[src/rtl/udp_cmd_pkg.sv]
// Shared types and constants for the UDP command decoder slice.
package udp_cmd_pkg;

    localparam int unsigned CNT_W    = 16;
    localparam int unsigned CH_IDX_W = 8;

    typedef enum logic [1:0] {
        IDLE,
        PAYLOAD,
        DRAIN
    } cmd_state_e;

    // End-of-frame verdict, captured on the last byte and acted on one cycle later
    typedef struct packed {
        logic                done;
        logic                commit;
        logic                err_chan;
        logic                err_short;
        logic [CH_IDX_W-1:0] ch;
    } frame_status_t;

endpackage

[src/rtl/udp_rx_framer.sv]
// Byte counter and length latch delimiting UDP payload frames on the RX byte stream.
module udp_rx_framer
    import udp_cmd_pkg::*;
(
    input  logic             udp_rx_clk,
    input  logic             reset,
    input  logic             valid,
    input  logic [CNT_W-1:0] len,
    output logic             sof,
    output logic             eof,
    output logic [CNT_W-1:0] byte_idx
);

    logic [CNT_W-1:0] cnt_q;
    logic [CNT_W-1:0] len_q;
    logic [CNT_W-1:0] len_cur;

    // First byte uses the live length (0 treated as 1); later bytes use the latched one
    always_comb begin
        len_cur = len_q;
        if (cnt_q == '0) begin
            len_cur = (len == '0) ? CNT_W'(1) : len;
        end
        sof = valid && (cnt_q == '0);
        eof = valid && (cnt_q == (len_cur - CNT_W'(1)));
    end

    assign byte_idx = cnt_q;

    // Advance per valid byte, wrap to zero on the last byte of the frame
    always_ff @(posedge udp_rx_clk or negedge reset) begin
        if (!reset) begin
            cnt_q <= '0;
            len_q <= '0;
        end else if (valid) begin
            if (sof) begin
                len_q <= len_cur;
            end
            cnt_q <= eof ? '0 : (cnt_q + CNT_W'(1));
        end
    end

endmodule

[src/rtl/udp_cmd_decoder.sv]
// UDP payload command decoder: byte0 selects a channel, the next CMD_BYTES bytes
// fill a shadow register that is committed atomically once the frame ends cleanly.
// Optional trailing XOR checksum byte when UDP_CMD_CHECKSUM_EN is defined.
module udp_cmd_decoder
    import udp_cmd_pkg::*;
#(
    parameter int unsigned CMD_BYTES = 8,
    parameter int unsigned NUM_CH    = 4
) (
    input  logic                          udp_rx_clk,
    input  logic                          reset,
    input  logic                          app_rx_data_valid,
    input  logic [7:0]                    app_rx_data,
    input  logic [15:0]                   app_rx_data_length,
    output logic [NUM_CH*CMD_BYTES*8-1:0] ch_regs,
    output logic [NUM_CH-1:0]             cmd_strobe,
    output logic                          frame_done,
    output logic                          err_short,
    output logic                          err_chan,
    output logic [15:0]                   frame_cnt
`ifdef UDP_CMD_CHECKSUM_EN
    ,
    output logic                          err_csum
`endif
);

    localparam int unsigned W = 8 * CMD_BYTES;
`ifdef UDP_CMD_CHECKSUM_EN
    localparam int unsigned NEED_IDX = CMD_BYTES + 1;
`else
    localparam int unsigned NEED_IDX = CMD_BYTES;
`endif

    logic                sof;
    logic                eof;
    logic [CNT_W-1:0]    byte_idx;

    cmd_state_e          state;
    logic [CH_IDX_W-1:0] ch_q;
    logic                chan_bad_q;
    logic [W-1:0]        shadow;
    frame_status_t       pend;

    logic                ch_ok_c;
    logic                chan_bad_c;
    logic                short_c;

    udp_rx_framer u_framer (
        .udp_rx_clk (udp_rx_clk),
        .reset      (reset),
        .valid      (app_rx_data_valid),
        .len        (app_rx_data_length),
        .sof        (sof),
        .eof        (eof),
        .byte_idx   (byte_idx)
    );

    // Frame verdict terms for the byte currently on the bus
    always_comb begin
        ch_ok_c    = ({1'b0, app_rx_data} < 9'(NUM_CH));
        chan_bad_c = sof ? !ch_ok_c : chan_bad_q;
        short_c    = (byte_idx < CNT_W'(NEED_IDX));
    end

`ifdef UDP_CMD_CHECKSUM_EN
    logic [7:0] csum_acc;
    logic       csum_bad_q;
    logic       csum_bad_c;
    logic       pend_csum;

    // Running XOR of the frame; latch the comparison when the checksum byte arrives
    always_ff @(posedge udp_rx_clk or negedge reset) begin
        if (!reset) begin
            csum_acc   <= '0;
            csum_bad_q <= 1'b0;
        end else if (app_rx_data_valid) begin
            csum_acc <= sof ? app_rx_data : (csum_acc ^ app_rx_data);
            if (byte_idx == CNT_W'(NEED_IDX)) begin
                csum_bad_q <= (app_rx_data != csum_acc);
            end
        end
    end

    // Checksum byte may itself be the last byte, so compare it live
    always_comb begin
        csum_bad_c = csum_bad_q;
        if (byte_idx == CNT_W'(NEED_IDX)) begin
            csum_bad_c = (app_rx_data != csum_acc);
        end
    end
`endif

    // Frame FSM: channel capture, shadow fill, end-of-frame verdict
    always_ff @(posedge udp_rx_clk or negedge reset) begin
        if (!reset) begin
            state      <= IDLE;
            ch_q       <= '0;
            chan_bad_q <= 1'b0;
            shadow     <= '0;
            pend       <= '0;
`ifdef UDP_CMD_CHECKSUM_EN
            pend_csum  <= 1'b0;
`endif
        end else begin
            pend <= '0;
`ifdef UDP_CMD_CHECKSUM_EN
            pend_csum <= 1'b0;
`endif
            if (app_rx_data_valid) begin
                unique case (state)
                    IDLE: begin
                        ch_q       <= app_rx_data;
                        chan_bad_q <= !ch_ok_c;
                        state      <= ch_ok_c ? PAYLOAD : DRAIN;
                    end
                    PAYLOAD: begin
                        for (int unsigned b = 1; b <= CMD_BYTES; b++) begin
                            if (byte_idx == CNT_W'(b)) begin
                                shadow[W-8*b +: 8] <= app_rx_data;
                            end
                        end
                        if (byte_idx == CNT_W'(NEED_IDX)) begin
                            state <= DRAIN;
                        end
                    end
                    DRAIN: begin
                        state <= DRAIN;
                    end
                    default: state <= IDLE;
                endcase

                if (eof) begin
                    state          <= IDLE;
                    pend.done      <= 1'b1;
                    pend.ch        <= sof ? app_rx_data : ch_q;
                    pend.err_chan  <= chan_bad_c;
                    pend.err_short <= !chan_bad_c && short_c;
`ifdef UDP_CMD_CHECKSUM_EN
                    pend.commit    <= !chan_bad_c && !short_c && !csum_bad_c;
                    pend_csum      <= !chan_bad_c && !short_c && csum_bad_c;
`else
                    pend.commit    <= !chan_bad_c && !short_c;
`endif
                end
            end
        end
    end

    // Commit stage: pulses and channel update one cycle after the last byte
    always_ff @(posedge udp_rx_clk or negedge reset) begin
        if (!reset) begin
            ch_regs    <= '0;
            cmd_strobe <= '0;
            frame_done <= 1'b0;
            err_short  <= 1'b0;
            err_chan   <= 1'b0;
            frame_cnt  <= '0;
`ifdef UDP_CMD_CHECKSUM_EN
            err_csum   <= 1'b0;
`endif
        end else begin
            frame_done <= pend.done;
            err_chan   <= pend.err_chan;
            err_short  <= pend.err_short;
`ifdef UDP_CMD_CHECKSUM_EN
            err_csum   <= pend_csum;
`endif
            cmd_strobe <= '0;
            for (int unsigned c = 0; c < NUM_CH; c++) begin
                if (pend.commit && (pend.ch == CH_IDX_W'(c))) begin
                    ch_regs[c*W +: W] <= shadow;
                    cmd_strobe[c]     <= 1'b1;
                end
            end
            if (pend.commit) begin
                frame_cnt <= frame_cnt + 16'd1;
            end
        end
    end

endmodule

[config.mk]
export PLATFORM = sky130hd
export DESIGN_NAME = udp_cmd_decoder
export DESIGN_NICKNAME = d
export VERILOG_FILES = /design/src/rtl/udp_cmd_pkg.sv /design/src/rtl/udp_rx_framer.sv /design/src/rtl/udp_cmd_decoder.sv
export SDC_FILE = /design/constraint.sdc
export NUM_CORES = 1
export LEC_CHECK = 0
export CAP_MARGIN = 15
export CORE_MARGIN = 2
export CORE_UTILIZATION = 45
export CTS_BUF_LIST = sky130_fd_sc_hd__clkbuf_2
export CTS_CLUSTER_SIZE = 25
export DETAILED_ROUTE_END_ITERATION = 10
export GPL_ROUTABILITY_DRIVEN = 1
export PLACE_DENSITY_LB_ADDON = 0.25
export SETUP_SLACK_MARGIN = 0.15
export SYNTH_ARGS = -nofsm -noshare
export SYNTH_HDL_FRONTEND = slang
export SYNTH_SLANG_ARGS = --single-unit
export TNS_END_PERCENT = 20
[constraint.sdc]
create_clock -name udp_rx_clk -period 4.9 [get_ports udp_rx_clk]
set_input_delay 1.225 -clock udp_rx_clk [delete_from_list [all_inputs] [get_ports udp_rx_clk]]
set_output_delay 1.225 -clock udp_rx_clk [all_outputs]
set_load 0.01 [all_outputs]
==> impl_results.md <==
* Max H-tree Level at 3
* CTS tree: done
* Final Max Tran Viols at 0
* Layout cells sized above 1 at 0.182
* Placement Setup Slack at -0.199 ns
* Vias in the first global route at 13.1k
* DRT antenna net count at 0
* Die H at just under 200 um
* WHS at roughly 0.28 ns
* Sum Neg Setup Slack at 0 ns
* Vias at ~13k
* Syn Inst Count at ~1.6k
* Setup CP Type: register to register
* CTS max path bufs at 3
* Leak at 0.0109 uW
* Final Skew at just under 0.07 ns
* Fin cells at 2,509
* Number of buffers created by CTS at 102
* CTS clock-pin slew for the worst setup and hold paths at roughly 0.10 ns
* Power per cell area at 283 nW/um^2
* Nets at 2,004
* Synth cell types at 59
* Crit path time final at around 4.4 ns
* Vias per Instance at just over 5
* Worst skew pair latency at 1.00 ns
* Status: completed
* Critical Path Fanout Max at 8
* Hold-fix buffers, CTS at 0
* Iter 0 DRT Violations at 795
* Worst-margin pin slew at between 1 and 1.5 ns
* CTS root buf: clkbuf_2
* Final hold viol count at 0
* Post-synth EDFFs at 0
* Initial antenna violation count at 2
* RD Place Congestion at 0.947
* Syn Nets at 1,621
* Clk sinks at 398
* Routed wire length per instance at 19.1 um
* Initial core utilization at 0.453
* GRT Util Overall at 0.255
* # setup viols final at 0
* Worst EP required at 5.77 ns
* Seq/Total Area, Yosys at 0.605
* Die Span X at slightly below 200 um
* Average instance area after synthesis at 10.4 um^2
* Setup WS post-layout at 0.528 ns
* Remaining Overflow, GRT at 0
* Drt pass-1 iters at 5
* DIE AREA at approximately 38,000 um^2
* Placed Area at 20,300 um^2
* DRC at 0
* Slew headroom at 0.276
* WL final at 47,900 um
* VDD IR max at 132 uV
* Seq. cell area at between 9000 and 10,000 um^2
* Fill count at 3,160
* Wire length of the first global-routing pass at 74,700 um
* Setup crit start kind: register
* YS warnings at 0
* Multi-input gate area at 6130 um^2
* Hold Crit Class: primary input to async pin
* Max-capacitance violation count at 0
* Fin crit share at 0.892
* Syn-to-layout area delta at 28.6%
* Fmax at 0.229 GHz
* Crit end category: register
* Dominant synthesized flop cell: dfrtp_1
* Fin area at 21,200 um^2
* Synthesized flop and latch total at 398
* Core area at 36,300 um^2
* I/O Buffers at 305
* Largest net degree at the start of global routing at about 100
* Async set or reset register ratio after synthesis at 1.00
* # IOs at just over 300
* Synthesized area at 16,500 um^2
* # rows at 70
* Placed Cells at 2,331
* RSZ-0062 raised after global routing: no
* HPWL after detailed placement at approximately 32,000 um
* Crit path DAT at 5.24 ns
-- registers in the layout (all words and copies together) (netlist names) --
register	cells
state	2
shadow	64
cmd_strobe	4
u_framer.byte_idx	16
frame_cnt	16
err_short	1
ch_regs	256
frame_done	1
chan_bad_q	1
pend	12
u_framer.len_q	16
err_chan	1
ch_q	8
-- layer usage --
metal	vias up	global-route usage	part of all wire
li1	5978	-	-
met1	6433	0.326	0.43
met2	413	0.421	0.49
met3	98	0.0499	0.051
met4	0	0.115	0.035
met5	-	0	0
-- per-stage QoR --
step / util / power [uW]
floorplan: - / 3670
global placement: 0.557 / 3860
detailed placement: 0.557 / 3870
CTS: 0.582 / 6080
global route: 0.582 / 6300
finish: 0.582 / 5990
-- final timing paths --
kind / cells past startpoint / startpoint / endpoint / slack, ns
setup / recovery: 15 / u_framer.byte_idx[4]$_DFFE_PN0P_ / u_framer.byte_idx[1]$_DFFE_PN0P_ / 0.53
max in group asynchronous: 2 / reset / u_framer.byte_idx[6]$_DFFE_PN0P_ / 3.53
min in group udp_rx_clk: 0 / pend[9]$_DFF_PN0_ / err_chan$_DFF_PN0_ / 0.34
hold reg to reg: 0 / pend[9]$_DFF_PN0_ / err_chan$_DFF_PN0_ / 0.34
hold / removal: 1 / reset / ch_regs[232]$_DFFE_PN0P_ / 0.28
setup reg to reg: 15 / u_framer.byte_idx[4]$_DFFE_PN0P_ / u_framer.byte_idx[1]$_DFFE_PN0P_ / 0.53
-- final cells by class --
cell class,count,share of cell area
tap,468,0.0277
clock buffer,151,0.0357
timing repair buffer,359,0.167
multi-input combinational,1090,0.290
clock inverter,24,0.00585
inverter,17,0.00302
sequential,398,0.471
antenna,2,0.000236
-- cells by family after synthesis --
| logic type | count (synthesis) | synth area share |
|---|---|---|
| compound gates | 57 | 0.0255 |
| xor+xnor | 51 | 0.0271 |
| mux | 155 | 0.105 |
| buf+inv | 97 | 0.0238 |
| simple gates | 818 | 0.207 |
| fa+ha+maj | 9 | 0.00684 |
| flops | 398 | 0.605 |
-- cell usage in the layout, fill, tap and decap left out, types with 5 or more instances in the layout --
cell	count
dfrtp_1	398
xor2_1	22
buf_12	6
clkinv_1	19
or4_1	5
buf_4	48
nand2_1	664
o21ai_0	10
nor4_1	17
inv_1	14
clkbuf_2	151
nor3_1	12
and3_1	13
xnor2_1	29
a21oi_1	8
clkdlybuf4s50_1	304
nor2_1	41
nand4_1	9
mux2i_1	13
nand3_1	19
nand2b_1	7
ha_1	9
a21boi_0	6
mux2_2	142
-- power breakdown --
group	total, uW	internal (uW)	switching (uW)	leakage, uW
Combinational	416	165	251	0.00472
Clock	2190	864	1320	0.000683
Sequential	3390	3320	60.6	0.00551
Total	5990	4350	1640	0.0109
-- repair_timing --
action | CTS | global route
buffers inserted | 0 | 1
gates resized for setup | 0 | 0
endpoints found under the setup margin | 0 | 24
-- synth_stat cells, drive strengths merged, types with 2 or more instances --
master | n | share of area
or3b | 2 | 0.0011
or4 | 7 | 0.0036
nor2 | 42 | 0.0096
clkbuf | 63 | 0.014
a31o | 2 | 0.0011
and3 | 13 | 0.0049
buf | 17 | 0.0055
nand4 | 9 | 0.0034
nor4b | 2 | 0.0011
mux2i | 13 | 0.0079
or3 | 4 | 0.0015
nor3b | 3 | 0.0014
xnor2 | 29 | 0.015
nand3 | 21 | 0.0067
o21a | 2 | 0.00091
o2111ai | 4 | 0.0021
o21ai | 10 | 0.0030
dfrtp | 398 | 0.61
a211o | 2 | 0.0011
inv | 17 | 0.0039
nor2b | 3 | 0.0011
nand2 | 665 | 0.15
nand2b | 7 | 0.0027
o31ai | 2 | 0.00091
nor4 | 20 | 0.010
and2 | 2 | 0.00076
nor3 | 13 | 0.0040
a21boi | 12 | 0.0059
mux2 | 142 | 0.097
a21oi | 8 | 0.0024
xor2 | 22 | 0.012
ha | 9 | 0.0068
a311oi | 2 | 0.0011
a41oi | 2 | 0.0011
-- critical path, cell delays in order, from the launching register on --
cell and delay [ns]:
dfrtp_1 0.46, or4_4 0.61, nor4_1 0.29, buf_4 0.20
o2111ai_1 0.14, nand2_1 0.13, ha_1 0.16, or3b_2 0.46
buf_4 0.15, o21a_1 0.16, nor4_1 0.22, o21ai_0 0.11
o32a_1 0.23, and4b_1 0.26, or4b_1 0.47, a31o_1 0.23
Note: power is estimated with default switching activity, not from simulation.
